===== src/rtl/prefetch_unit_pkg.sv =====
// Shared types for the instruction prefetch front-end.
// Holds the fetch FSM state encoding used by the top level.
// No logic here; imported by the other prefetch files.
package prefetch_unit_pkg;

    // IDLE: no request outstanding. WAIT: request at fetch_pc outstanding.
    // DROP: a request issued before a redirect is still outstanding and its
    // data must be thrown away when it completes.
    typedef enum logic [1:0] {
        ST_IDLE = 2'd0,
        ST_WAIT = 2'd1,
        ST_DROP = 2'd2
    } pf_state_e;

endpackage


===== src/rtl/prefetch_unit_if.sv =====
// Memory-side and decoder-side bundles of the prefetch unit.
// Pure wiring, zero latency.
// mem side: req held until ack; decoder side: valid/ready plus redirect.
interface prefetch_mem_if #(
    parameter int ADDR_W = 32,
    parameter int DATA_W = 32
);
    logic              mem_req;
    logic [ADDR_W-1:0] mem_addr;
    logic              mem_ack;
    logic [DATA_W-1:0] mem_rdata;

    modport master (output mem_req, mem_addr, input mem_ack, mem_rdata);
    modport slave  (input mem_req, mem_addr, output mem_ack, mem_rdata);
endinterface

interface prefetch_ins_if #(
    parameter int ADDR_W = 32,
    parameter int DATA_W = 32
);
    logic              ins_valid;
    logic [DATA_W-1:0] ins_data;
    logic [ADDR_W-1:0] ins_pc;
    logic              ins_ready;
    logic              redirect;
    logic [ADDR_W-1:0] redirect_addr;

    modport master (output ins_valid, ins_data, ins_pc,
                    input  ins_ready, redirect, redirect_addr);
    modport slave  (input  ins_valid, ins_data, ins_pc,
                    output ins_ready, redirect, redirect_addr);
endinterface


===== src/rtl/prefetch_unit_fifo.sv =====
// First-word-fall-through buffer of DEPTH entries with flush.
// Push at edge t is visible at head_dat from t+1; pop acts on the current head.
// No internal backpressure: caller must not push when full; pop on empty is ignored.
module prefetch_fifo #(
    parameter int  WIDTH = 64,
    parameter int  DEPTH = 4,
    localparam int PTR_W = $clog2(DEPTH),
    localparam int CNT_W = PTR_W + 1
) (
    input  logic             clk,
    input  logic             rst_n,
    input  logic             push,
    input  logic [WIDTH-1:0] push_dat,
    input  logic             pop,
    input  logic             flush,
    output logic [WIDTH-1:0] head_dat,
    output logic [CNT_W-1:0] count,
    output logic             full,
    output logic             empty
);
    logic [WIDTH-1:0] mem_q [DEPTH];
    logic [PTR_W-1:0] rd_ptr_q, rd_ptr_d;
    logic [PTR_W-1:0] wr_ptr_q, wr_ptr_d;
    logic [CNT_W-1:0] count_q, count_d;
    logic             do_push;
    logic             do_pop;

    assign empty    = (count_q == '0);
    assign full     = (count_q == CNT_W'(DEPTH));
    assign count    = count_q;
    assign head_dat = mem_q[rd_ptr_q];
    // Flush dominates both push and pop in the same cycle.
    assign do_push  = push && !flush;
    assign do_pop   = pop && !empty && !flush;

    // Pointer and occupancy update; pointers wrap naturally (DEPTH is a power of two).
    always_comb begin
        rd_ptr_d = rd_ptr_q;
        wr_ptr_d = wr_ptr_q;
        count_d  = count_q;
        if (flush) begin
            rd_ptr_d = '0;
            wr_ptr_d = '0;
            count_d  = '0;
        end else begin
            if (do_push) wr_ptr_d = wr_ptr_q + PTR_W'(1);
            if (do_pop)  rd_ptr_d = rd_ptr_q + PTR_W'(1);
            count_d = count_q + CNT_W'(do_push) - CNT_W'(do_pop);
        end
    end

    // Control state registers.
    always_ff @(posedge clk or negedge rst_n) begin
        if (!rst_n) begin
            rd_ptr_q <= '0;
            wr_ptr_q <= '0;
            count_q  <= '0;
        end else begin
            rd_ptr_q <= rd_ptr_d;
            wr_ptr_q <= wr_ptr_d;
            count_q  <= count_d;
        end
    end

    // Entry storage; contents are only observed through a valid head, so no reset.
    always_ff @(posedge clk) begin
        if (do_push) mem_q[wr_ptr_q] <= push_dat;
    end

endmodule


===== src/rtl/prefetch_unit.sv =====
// Instruction fetch front-end: req/ack memory port feeding a DEPTH-entry {pc, instr} buffer.
// Ack at edge t -> entry at ins_* from t+1; one instruction/cycle with ack and ready held high.
// Fetches only with buffer credit; redirect flushes the buffer and drops in-flight data.
module prefetch_unit
    import prefetch_unit_pkg::*;
#(
    parameter int                ADDR_W     = 32,
    parameter int                DATA_W     = 32,
    parameter int                DEPTH      = 4,
    parameter int                INC        = 4,
    parameter logic [ADDR_W-1:0] RESET_ADDR = '0
) (
    input  logic           clk,
    input  logic           rst_n,
    prefetch_mem_if.master mem,
    prefetch_ins_if.master ins
);
    localparam int                CNT_W      = $clog2(DEPTH) + 1;
    localparam int                ENT_W      = ADDR_W + DATA_W;
    localparam logic [ADDR_W-1:0] INC_A      = ADDR_W'(INC);
    localparam logic [ADDR_W-1:0] ALIGN_MASK = ~(ADDR_W'(INC - 1));
    localparam logic [CNT_W-1:0]  DEPTH_C    = CNT_W'(DEPTH);

    pf_state_e         state_q, state_d;
    logic [ADDR_W-1:0] fetch_pc_q, fetch_pc_d;
    logic [ADDR_W-1:0] drop_addr_q, drop_addr_d;
    logic [ADDR_W-1:0] redirect_pc;
    logic              fifo_push;
    logic              fifo_pop;
    logic              fifo_full;
    logic              fifo_empty;
    logic [CNT_W-1:0]  fifo_count;
    logic [CNT_W-1:0]  count_next;
    logic [ENT_W-1:0]  head_dat;

    assign redirect_pc = ins.redirect_addr & ALIGN_MASK;

    // Redirect suppresses both the push of acked data and the decoder pop.
    assign fifo_push  = (state_q == ST_WAIT) && mem.mem_ack && !ins.redirect;
    assign fifo_pop   = !fifo_empty && ins.ins_ready && !ins.redirect;
    assign count_next = fifo_count + CNT_W'(fifo_push) - CNT_W'(fifo_pop);

    prefetch_fifo #(
        .WIDTH (ENT_W),
        .DEPTH (DEPTH)
    ) u_fifo (
        .clk      (clk),
        .rst_n    (rst_n),
        .push     (fifo_push),
        .push_dat ({fetch_pc_q, mem.mem_rdata}),
        .pop      (fifo_pop),
        .flush    (ins.redirect),
        .head_dat (head_dat),
        .count    (fifo_count),
        .full     (fifo_full),
        .empty    (fifo_empty)
    );

    // Memory request: DROP keeps presenting the pre-redirect address until it is acked.
    assign mem.mem_req  = (state_q != ST_IDLE);
    assign mem.mem_addr = (state_q == ST_DROP) ? drop_addr_q : fetch_pc_q;

    // Head is zeroed while empty so the decoder never sees stale storage.
    assign ins.ins_valid = !fifo_empty;
    assign ins.ins_data  = fifo_empty ? '0 : head_dat[DATA_W-1:0];
    assign ins.ins_pc    = fifo_empty ? '0 : head_dat[ENT_W-1:DATA_W];

    // Fetch FSM: next state, next fetch address and the address held across a drop.
    always_comb begin
        state_d     = state_q;
        fetch_pc_d  = fetch_pc_q;
        drop_addr_d = drop_addr_q;
        if (ins.redirect) fetch_pc_d = redirect_pc;
        case (state_q)
            ST_IDLE: begin
                if (ins.redirect || (count_next < DEPTH_C)) state_d = ST_WAIT;
            end
            ST_WAIT: begin
                if (ins.redirect) begin
                    // Acked data in the redirect cycle is discarded; otherwise
                    // the outstanding request must still complete before refetch.
                    if (!mem.mem_ack) begin
                        state_d     = ST_DROP;
                        drop_addr_d = fetch_pc_q;
                    end
                end else if (mem.mem_ack) begin
                    fetch_pc_d = fetch_pc_q + INC_A;
                    if (count_next >= DEPTH_C) state_d = ST_IDLE;
                end
            end
            ST_DROP: begin
                // A redirect here only retargets fetch_pc; the old request is
                // still pending, and its ack releases the unit to the new address.
                if (mem.mem_ack) state_d = ST_WAIT;
            end
            default: state_d = ST_IDLE;
        endcase
    end

    // FSM and address registers.
    always_ff @(posedge clk or negedge rst_n) begin
        if (!rst_n) begin
            state_q     <= ST_IDLE;
            fetch_pc_q  <= RESET_ADDR;
            drop_addr_q <= RESET_ADDR;
        end else begin
            state_q     <= state_d;
            fetch_pc_q  <= fetch_pc_d;
            drop_addr_q <= drop_addr_d;
        end
    end

    // Credit logic must never let an ack land on a full buffer.
    assert property (@(posedge clk) disable iff (!rst_n) !(fifo_push && fifo_full));

endmodule


===== src/flat_wrapper.sv =====
// flat-port wrapper written by rule: the top's interface ports become plain ports
module prefetch_unit_flat import prefetch_unit_pkg::*;
#(
    parameter int                ADDR_W     = 32,
    parameter int                DATA_W     = 32,
    parameter int                DEPTH      = 4,
    parameter int                INC        = 4,
    parameter logic [ADDR_W-1:0] RESET_ADDR = '0
)
  (clk, rst_n, mem_mem_req, mem_mem_addr, mem_mem_ack, mem_mem_rdata, ins_ins_valid, ins_ins_data, ins_ins_pc, ins_ins_ready, ins_redirect, ins_redirect_addr);
  prefetch_mem_if #(.ADDR_W(ADDR_W), .DATA_W(DATA_W)) mem_i ();
  prefetch_ins_if #(.ADDR_W(ADDR_W), .DATA_W(DATA_W)) ins_i ();
  input  logic clk;
  input  logic rst_n;
  output wire logic [$bits(mem_i.mem_req)-1:0] mem_mem_req;
  output wire logic [$bits(mem_i.mem_addr)-1:0] mem_mem_addr;
  input wire logic [$bits(mem_i.mem_ack)-1:0] mem_mem_ack;
  input wire logic [$bits(mem_i.mem_rdata)-1:0] mem_mem_rdata;
  output wire logic [$bits(ins_i.ins_valid)-1:0] ins_ins_valid;
  output wire logic [$bits(ins_i.ins_data)-1:0] ins_ins_data;
  output wire logic [$bits(ins_i.ins_pc)-1:0] ins_ins_pc;
  input wire logic [$bits(ins_i.ins_ready)-1:0] ins_ins_ready;
  input wire logic [$bits(ins_i.redirect)-1:0] ins_redirect;
  input wire logic [$bits(ins_i.redirect_addr)-1:0] ins_redirect_addr;
  assign mem_mem_req = mem_i.mem_req;
  assign mem_mem_addr = mem_i.mem_addr;
  assign mem_i.mem_ack = mem_mem_ack;
  assign mem_i.mem_rdata = mem_mem_rdata;
  assign ins_ins_valid = ins_i.ins_valid;
  assign ins_ins_data = ins_i.ins_data;
  assign ins_ins_pc = ins_i.ins_pc;
  assign ins_i.ins_ready = ins_ins_ready;
  assign ins_i.redirect = ins_redirect;
  assign ins_i.redirect_addr = ins_redirect_addr;
  prefetch_unit #(.ADDR_W(ADDR_W), .DATA_W(DATA_W), .DEPTH(DEPTH), .INC(INC), .RESET_ADDR(RESET_ADDR)) u_core (.clk(clk), .rst_n(rst_n), .mem(mem_i), .ins(ins_i));
endmodule

===== config.mk =====
export PLATFORM = sky130hd
export DESIGN_NAME = prefetch_unit_flat
export DESIGN_NICKNAME = d
export VERILOG_FILES = /design/src/rtl/prefetch_unit_pkg.sv /design/src/rtl/prefetch_unit_if.sv /design/src/rtl/prefetch_unit_fifo.sv /design/src/rtl/prefetch_unit.sv /design/src/flat_wrapper.sv
export SDC_FILE = /design/constraint.sdc
export NUM_CORES = 1
export LEC_CHECK = 0
export ABC_AREA = 1
export CAP_MARGIN = 20
export CORE_MARGIN = 3
export CORE_UTILIZATION = 56
export DETAILED_ROUTE_END_ITERATION = 6
export PLACE_DENSITY_LB_ADDON = 0.1
export SETUP_SLACK_MARGIN = 0.1
export SLEW_MARGIN = 0
export SYNTH_ARGS = -nofsm -noshare
export SYNTH_HDL_FRONTEND = slang
export SYNTH_SLANG_ARGS = --single-unit

===== constraint.sdc =====
create_clock -name clk -period 5.1 [get_ports clk]
set_clock_uncertainty 0.1 [all_clocks]
set_input_delay 1.02 -clock clk [delete_from_list [all_inputs] [get_ports clk]]
set_output_delay 1.02 -clock clk [all_outputs]
set_load 0.01 [all_outputs]

==> results.json <==
{
  "critPathSlowestCell": "dfrtp_4",
  "tightest_slew_ns": 0.846,
  "cts_sinks": 329,
  "cp_max_fo": 47,
  "hold_viol_final": 0,
  "ys_seq_area_share_pct": 66.3,
  "finalWirelength_um": 34000,
  "layout_common_cells": "303 x nor2_1, 256 x edfxtp_1, 215 x o21ai_0",
  "cp_common_cell": "nor2_1",
  "crit_chain": "buf_4, nor2_1, nor2_1, o21ai_0, a21oi_1, clkdlybuf4s50_1",
  "cts_root_buffer": "clkbuf_16",
  "detailedPlace.worstSlack_ns": 1.45,
  "fin_tns_setup_ns": 0,
  "num_rows": 57,
  "placement.io_buffers": 164,
  "cts_tree": "done",
  "fp.dieArea_mm2": 0.0276,
  "final-max-slew-violation-count": 0,
  "grt_pass1_wl_um": 53500,
  "antenna_cells": 0,
  "synth_cell_types": 38,
  "required_ns": 3.98,
  "max_freq_mhz": 236,
  "area_growth_syn_to_layout_pct": 21.1,
  "slowest_delay_ns": 0.78,
  "via_per_inst": 5.50,
  "synth_warnings": 0,
  "die_h_um": 166,
  "cap_violations": 0,
  "drc": 0,
  "firstDrtPassIters": 5,
  "layout.nets": 1617,
  "grt-ovfl-total": 0,
  "power.density_mw_per_mm2": 508,
  "via_count": 10400,
  "fin_crit_sh_pct": 83.2,
  "fp.dieW_um": 166,
  "track_usage_pct": 24.2,
  "outcome": "completed",
  "grt_pass1_vias": 10100,
  "drive_gt1_share_pct": 6.97,
  "htreeDepth": 2,
  "n_fill_cell": 1803,
  "drt_iter0_markers": 849,
  "seq_area_mm2": 0.00952,
  "critical_path_class": "reg2out",
  "ys_ff_latch": 329,
  "clk_latency_ns": 0.50,
  "fin_total_pwr_mw": 8.82,
  "core_area_mm2": 0.0247,
  "wire_per_inst_um": 18.0,
  "synth-edff-count": 256,
  "antenna_left": 0,
  "avgSynthCellArea_um2": 10.3,
  "synth_area_mm2": 0.0143,
  "maxSlewHeadroom_pct": 43.5,
  "setup_viol": 0,
  "numCtsBuffers": 34,
  "synth_ff_type": "edfxtp_1",
  "p_leak_nw": 6.48,
  "ir_worst_vdd_mv": 0.315,
  "hold_class": "reg2reg",
  "crit_path_start_kind": "flop",
  "mostFrequentLayoutCell": "nor2_1",
  "num_io_pins": 167,
  "clockBufferDepth": 3,
  "place_hpwl_um": 20900,
  "start_util_pct": 58.0,
  "clk_pin_slew_ns": 0.06,
  "rsz0062_at_grt": "no",
  "synthArstFlopShare_pct": 22.2,
  "multi_input_area_mm2": 0.00424,
  "worst_slack_ns": 0.857,
  "arrival_ns": 3.12,
  "postCtsHoldBufs": 0,
  "syn_inst": 1389,
  "antenna_found_initial": 0,
  "ctsResizeCount": 0,
  "gp_congestion": 0.947,
  "post-cts-setup-buffers": 0,
  "finalCriticalPeriod_ns": 4.24,
  "finish.utilization_pct": 70.2,
  "syn_nets": 1468,
  "grt_max_degree": 66,
  "worstSetupEndpointType": "primary output"
}
[worst max-delay path, delay by kind of cell, from the launching register on]
kind                   cells  cell delay [ns]
DFF                        1             0.78
and+or+nand+nor            2             0.19
buffers and inverters      2             1.13
AOI/OAI and AO/OA          2             0.50
[logic make-up after synthesis]
group                      after synthesis  share of synthesized area (%)
AOI/OAI and AO/OA                      323                           11.6
xor gates and xnor gates                 7                          0.427
adders and majority gates               10                          0.924
buffers and inverters                  156                           4.47
DFF                                    329                           66.3
and+or+nand+nor                        564                           16.2
[cell usage after synthesis, drive strengths merged (2+ instances only)]
library cell,n,share of area (%)
o211ai,2,0.10
o22ai,12,0.52
nand4,6,0.26
buf,45,1.6
ha,9,0.78
o21bai,5,0.26
xor2,7,0.43
clkbuf,28,0.75
a22oi,3,0.16
edfxtp,256,54
nor3,5,0.21
nand2,195,5.4
nand3,32,1.2
dfrtp,73,13
o221ai,2,0.12
inv,83,2.2
o21ai,220,7.7
nor2,323,9.1
a21oi,76,2.7
or2,2,0.087
[registers in the layout, summed over array words and instances (netlist names)]
name,flops
u_core.u_fifo.mem_q,256
u_core.fetch_pc_q,32
u_core.state_q,2
u_core.drop_addr_q,32
u_core.u_fifo.wr_ptr_q,2
u_core.u_fifo.count,3
u_core.u_fifo.rd_ptr_q,2
[worst paths after layout]
path	start	to	slack (ns)	depth (start not counted)
min in group asynchronous	rst_n	u_core.drop_addr_q[24]	0.48	1
worst min-delay path	u_core.drop_addr_q[16]	u_core.drop_addr_q[16]	0.38	2
worst max-delay path	u_core.u_fifo.rd_ptr_q[0]	ins_ins_pc[16]	0.86	6
worst max register to register	u_core.u_fifo.count[1]	u_core.u_fifo.count[2]	2.23	12
worst min register to register	u_core.drop_addr_q[16]	u_core.drop_addr_q[16]	0.38	2
max in group asynchronous	rst_n	u_core.u_fifo.rd_ptr_q[0]	3.31	2
[stage by stage]
stage                     hold slack (ns)  instance area [µm²]  instances
after floorplan                     0.353                14300       1389
after global placement              0.367                16300       1825
after detailed placement            0.374                16300       1825
after CTS                           0.388                17400       1886
after global routing                0.414                17400       1887
final                               0.385                17400       1887
[routing by layer]
metal	part of all wire (%)	track usage [%]	wire length, µm	vias up
li1	-	-	-	5023
met1	44	34.2	14900	4934
met2	48	39.8	16300	373
met3	6.2	3.55	2100	45
met4	2.2	6.87	750	0
met5	0	0	0	-
[power by group]
part | internal, mW | total, mW | switching (mW)
clock | 1.41 | 2.38 | 0.966
combinational | 1.22 | 2.90 | 1.68
sequential | 3.24 | 3.55 | 0.303
total | 5.88 | 8.82 | 2.95
[cell type report]
cell class              instances  area share, %
clock buffers                  43           5.21
clock inverters                18          0.936
inverters                      83           1.79
multi-input cells             904           24.4
flip-flops and latches        329           54.8
well taps                     324           2.33
repair buffers                186           10.6
(Power assumes the default switching activity.)
